<file path="src/rtl/cache_fill_fsm.sv">
// rtl/cache_fill_fsm.sv - cache miss block-fill controller (option: CRITICAL_WORD_FIRST_EN)
// Issues one word read per cycle for the missed block and streams returns into the data array.
module cache_fill_fsm #(
  parameter int WORDS_LOG2 = 3,
  parameter int ADDR_W     = 16
) (
  input  logic              clk,
  input  logic              rst,
  input  logic              miss_detected,
  input  logic [ADDR_W-1:0] miss_address,
  input  logic [15:0]       memory_data,
  input  logic              memory_data_valid,
  output logic              fsm_busy,
  output logic              memory_read,
  output logic [ADDR_W-1:0] memory_address,
  output logic              write_data_array,
  output logic              write_tag_array,
  output logic [ADDR_W-1:0] cache_word_addr
);

  localparam int BLK_W = ADDR_W - WORDS_LOG2 - 1;
  localparam int CNT_W = WORDS_LOG2 + 1;
  localparam logic [CNT_W-1:0] C_WORDS = CNT_W'(1 << WORDS_LOG2);
  localparam logic [CNT_W-1:0] C_LAST  = CNT_W'((1 << WORDS_LOG2) - 1);

  typedef enum logic {
    ST_IDLE = 1'b0,
    ST_FILL = 1'b1
  } state_t;

  state_t                r_state;
  state_t                w_next_state;
  logic [BLK_W-1:0]      r_blk;
  logic [CNT_W-1:0]      r_issue_cnt;
  logic [CNT_W-1:0]      r_recv_cnt;
  logic                  w_accept;
  logic                  w_read;
  logic                  w_write;
  logic                  w_last;
  logic [WORDS_LOG2-1:0] w_issue_off;
  logic [WORDS_LOG2-1:0] w_recv_off;
  logic                  w_unused_bits;

  // Data flows to the array outside this block; low address bits only matter for word order.
  assign w_unused_bits = ^{memory_data, miss_address[WORDS_LOG2:0]};

  always_comb begin
    w_next_state = r_state;
    w_accept     = 1'b0;
    w_read       = 1'b0;
    w_write      = 1'b0;
    w_last       = 1'b0;
    case (r_state)
      ST_IDLE: begin
        if (miss_detected) begin
          w_next_state = ST_FILL;
          w_accept     = 1'b1;
        end
      end
      ST_FILL: begin
        w_read  = (r_issue_cnt < C_WORDS);
        w_write = memory_data_valid;
        w_last  = memory_data_valid && (r_recv_cnt == C_LAST);
        if (w_last) begin
          w_next_state = ST_IDLE;
        end
      end
      default: w_next_state = ST_IDLE;
    endcase
  end

  always_ff @(posedge clk or negedge rst) begin
    if (!rst) begin
      r_state     <= ST_IDLE;
      r_blk       <= '0;
      r_issue_cnt <= '0;
      r_recv_cnt  <= '0;
    end else begin
      r_state <= w_next_state;
      if (w_accept) begin
        r_blk       <= miss_address[ADDR_W-1:WORDS_LOG2+1];
        r_issue_cnt <= '0;
        r_recv_cnt  <= '0;
      end else begin
        if (w_read) begin
          r_issue_cnt <= r_issue_cnt + CNT_W'(1);
        end
        if (w_write) begin
          r_recv_cnt <= w_last ? '0 : r_recv_cnt + CNT_W'(1);
        end
      end
    end
  end

`ifdef CRITICAL_WORD_FIRST_EN
  logic [WORDS_LOG2-1:0] r_w0;

  always_ff @(posedge clk or negedge rst) begin
    if (!rst) begin
      r_w0 <= '0;
    end else if (w_accept) begin
      r_w0 <= miss_address[WORDS_LOG2:1];
    end
  end

  // Offsets are WORDS_LOG2 bits wide so the sum wraps around the block.
  assign w_issue_off = r_w0 + r_issue_cnt[WORDS_LOG2-1:0];
  assign w_recv_off  = r_w0 + r_recv_cnt[WORDS_LOG2-1:0];
`else
  assign w_issue_off = r_issue_cnt[WORDS_LOG2-1:0];
  assign w_recv_off  = r_recv_cnt[WORDS_LOG2-1:0];
`endif

  assign fsm_busy         = (r_state == ST_FILL);
  assign memory_read      = w_read;
  assign memory_address   = {r_blk, w_issue_off, 1'b0};
  assign write_data_array = w_write;
  assign write_tag_array  = w_last;
  assign cache_word_addr  = {r_blk, w_recv_off, 1'b0};

endmodule

</file>
<file path="config.mk">
export PLATFORM = sky130hd
export DESIGN_NAME = cache_fill_fsm
export DESIGN_NICKNAME = d
export VERILOG_FILES = /design/src/rtl/cache_fill_fsm.sv
export SDC_FILE = /design/constraint.sdc
export NUM_CORES = 1
export LEC_CHECK = 0
export BUFFER_PORTS_ARGS = -buffer_cell sky130_fd_sc_hd__buf_4
export CORE_ASPECT_RATIO = 0.8
export CORE_UTILIZATION = 40
export CTS_CLUSTER_DIAMETER = 120
export DETAILED_ROUTE_END_ITERATION = 6
export PLACE_DENSITY = 0.79
export RECOVER_POWER = 25
export SETUP_SLACK_MARGIN = 0.5
export SLEW_MARGIN = 20
export SYNTH_ARGS = -nofsm -noshare
export SYNTH_HDL_FRONTEND = slang
export SYNTH_SLANG_ARGS = --single-unit
</file>
<file path="constraint.sdc">
create_clock -name clk -period 1.4 [get_ports clk]
set_clock_uncertainty 0.05 [all_clocks]
set_input_delay 0.35 -clock clk [delete_from_list [all_inputs] [get_ports clk]]
set_output_delay 0.35 -clock clk [all_outputs]
set_load 0.02 [all_outputs]
</file>
==> results by group <==
Status
  • Outcome: complete, but fails checks
  • Failing checks: negative setup slack

Clock network
  • CTS H-Tree Depth: 1
  • Clock sinks: 21
  • Worst skew pair latency: roughly 300 ps
  • CTS tree: yes
  • Num CTS Buffers: 3
  • Maximum clock insertion buffer count: 2
  • Root cell of the clock tree: clkbuf_4
  • CTS clk-pin slew, worst paths: approximately 120 ps

Timing
  • RSZ-0062 raised after global routing: yes
  • Relative slew slack: 0.644
  • Max Clk Rate: slightly above 600 MHz
  • Slew @ Worst Pin: about 530 ps
  • Final Setup Violations: 7
  • Final period utilization: 1.15
  • Final worst slack: -215 ps
  • Final hold violations: 0
  • Min Tclk post-route: approximately 1600 ps
  • Pins Over Slew Limit: 0
  • TNS Setup: -835 ps

Power
  • VDD IR max: about 1.5 mV
  • Flop pwr share: 0.285
  • PD cells: about 2300 nW/um^2
  • Combinational power share: 0.648
  • P_int: 2.57 mW
  • Leakage power: ~0.95 nW
  • P_sw: around 1.8 mW
  • Switching share of power: 0.406
  • Clock group share of total power: 0.067
  • Tot Pwr: between 4 and 5 mW

Global route
  • First-pass GRT wire length: approximately 3800 um
  • GRT Util Overall: 0.190
  • Largest net degree at the start of global routing: 22
  • Vias in the first global route: between 800 and 900
  • Overflow after GRT: 0
  • Initial antenna violation count: 0

Synth
  • Syn_area_per_cell: approximately 9 um^2
  • Netlist Area Pre-Place: around 1000 um^2
  • Sequential share of the synthesized area: 0.505
  • Synthesized flop and latch total: 21
  • Ys Warns: 0
  • Synth cell types: 25
  • Cells after Synth: 114

Placement
  • RePlAce Congestion: 0.684
  • Dpl hpwl: between 1500 and 2000 um
  • Port Buffers: just under 50
  • Placed Instances: 181

Setup path
  • Crit. Startpoint: r_recv_cnt[0]
  • Endpoint type of the worst setup path: output port
  • Reg2reg start: fsm_busy
  • Crit start category: flip-flop
  • CP max FO: 4
  • Crit path arrival time: between 1000 and 1500 ps
  • CP required: 1000 ps
  • Crit path kind: flip-flop to output port

Cells and area
  • Most frequent cells in the layout: 44 x buf_6, 24 x nand2_1, 24 x buf_4
  • Final std cells w/o fill: about 210
  • Antenna Cells: 0
  • Finished Core Util: 0.759
  • # fillers: 172
  • Share of layout cells above drive strength 1: 0.709
  • Nets: 211
  • Most common cell after layout, fill and taps aside: buf_6
  • P&R area growth vs syn: 79.6%

Floorplan
  • Row count: 16
  • Core ar.: between 2000 and 2500 um^2
  • Die Y: between 40 and 50 um
  • Io pins: 72
  • Die width: between 50 and 60 um
  • DIE AREA: between 2000 and 3000 um^2
  • Initial Util: 0.423

Routing
  • Via count: approximately 960
  • Per-cell routed wire length: roughly 13 um
  • Final WL: 2720 um
  • Drt first pass iters: 4
  • Routed Antenna Nets: 0
  • Vias per inst: ~4.6
  • # DRC: 0
  • Drt initial violations: 22

Flow run
  • MaxCap Viol Count: 0

Hold path
  • HP Start: miss_address[11]
  • Hold Path Class: primary input to flip-flop
==> registers in the layout, summed over array words and instances, names as in the netlist <==
name,count
r_issue_cnt,4
r_recv_cnt,4
fsm_busy,1
r_blk,12
==> through the flow <==
step	hold WS [ps]	setup WS, ps	cell area [um^2]
3_3_place_gp	196	97.7	1370
2_1_floorplan	4.41	134	1160
3_5_place_dp	197	92.4	1370
5_1_grt	152	-274	1870
6_report	174	-215	1870
4_1_cts	170	-234	1690
==> power by group through the flow <==
stage          clock network (mW)  logic (mW)  registers, mW
6_report                    0.291        2.81           1.23
2_1_floorplan                   0        1.31           1.40
4_1_cts                     0.304        2.47           1.21
3_5_place_dp                    0        1.90           1.20
3_3_place_gp                    0        1.85           1.17
5_1_grt                     0.335        3.01           1.27
==> final cells by class <==
cell class / instances / area (um^2) / share of cell area
clock buffer: 3 / 22.5 / 0.0120
multi-input combinational: 71 / 487 / 0.260
tap: 36 / 45.0 / 0.0241
timing repair buffer: 74 / 756 / 0.404
inverter: 2 / 12.5 / 0.00669
sequential: 21 / 542 / 0.290
clock inverter: 1 / 5.00 / 0.00268
==> Yosys cell counts <==
| cell type | number | share of area |
|---|---|---|
| a22o_1 | 1 | 0.0084 |
| a21oi_1 | 2 | 0.0096 |
| nor3_1 | 1 | 0.0048 |
| a32o_1 | 1 | 0.0096 |
| ha_1 | 2 | 0.024 |
| mux2i_1 | 2 | 0.019 |
| nor2b_2 | 1 | 0.0084 |
| xor2_1 | 1 | 0.0084 |
| a31oi_1 | 1 | 0.0060 |
| and2b_1 | 1 | 0.0072 |
| inv_1 | 1 | 0.0036 |
| nand2_2 | 1 | 0.0060 |
| mux2_2 | 1 | 0.011 |
| buf_4 | 21 | 0.15 |
| nand3_1 | 2 | 0.0096 |
| conb_1 | 1 | 0.0036 |
| nand2b_1 | 1 | 0.0060 |
| and3_1 | 1 | 0.0060 |
| dfrtp_1 | 21 | 0.50 |
| nand2_1 | 41 | 0.15 |
| buf_2 | 1 | 0.0048 |
| nand3b_1 | 1 | 0.0072 |
| nor2_1 | 5 | 0.018 |
| clkinv_2 | 1 | 0.0048 |
| o21ai_1 | 2 | 0.0096 |
==> kinds of logic (layout without fill, tap and decap cells) <==
kind of cell	count (synthesis)	after routing	synth area share
other	1	2	0.00360
xor gates and xnor gates	1	1	0.00841
DFF	21	21	0.505
AOI/OAI and AO/OA	7	7	0.0433
muxes	3	3	0.0300
buffers and inverters	24	80	0.165
adders and majority gates	2	2	0.0240
and+or+nand+nor	55	56	0.221
==> worst max-delay path, cell delays in order (launching register included) <==
cell and delay [ps]:
dfrtp_1 430, buf_4 150, buf_6 100, buf_6 110, buf_6 120
==> per-layer routing <==
metal  track usage  part of all wire  wire, um  vias up
met5             0                 0         0        -
met4        0.0810            0.0077        21        0
met3        0.0486             0.056       153        4
met2         0.325              0.54      1470       37
met1         0.235              0.39      1080      461
li1              -                 -         -      456
==> final timing paths <==
| path | cells past startpoint | to | slack (ps) |
|---|---|---|---|
| max | 4 | cache_word_addr[1] | -220 |
| max in group asynchronous | 2 | r_blk[4] | 410 |
| min in group asynchronous | 2 | r_recv_cnt[2] | 500 |
| min reg2reg | 2 | r_blk[7] | 490 |
| min | 3 | r_blk[7] | 170 |
| max reg2reg | 4 | r_issue_cnt[0] | 80 |
==> what timing repair did <==
| item | CTS | global route |
|---|---|---|
| pin swaps | 3 | 8 |
| hold buffers | 1 | 0 |
| gates resized for setup | 41 | 37 |
| hold endpoints to repair | 21 | 0 |
| cloned | 2 | 0 |
| buffers inserted | 13 | 7 |
| endpoints found under the setup margin | 54 | 55 |
Power figures use the tool's default switching activity.
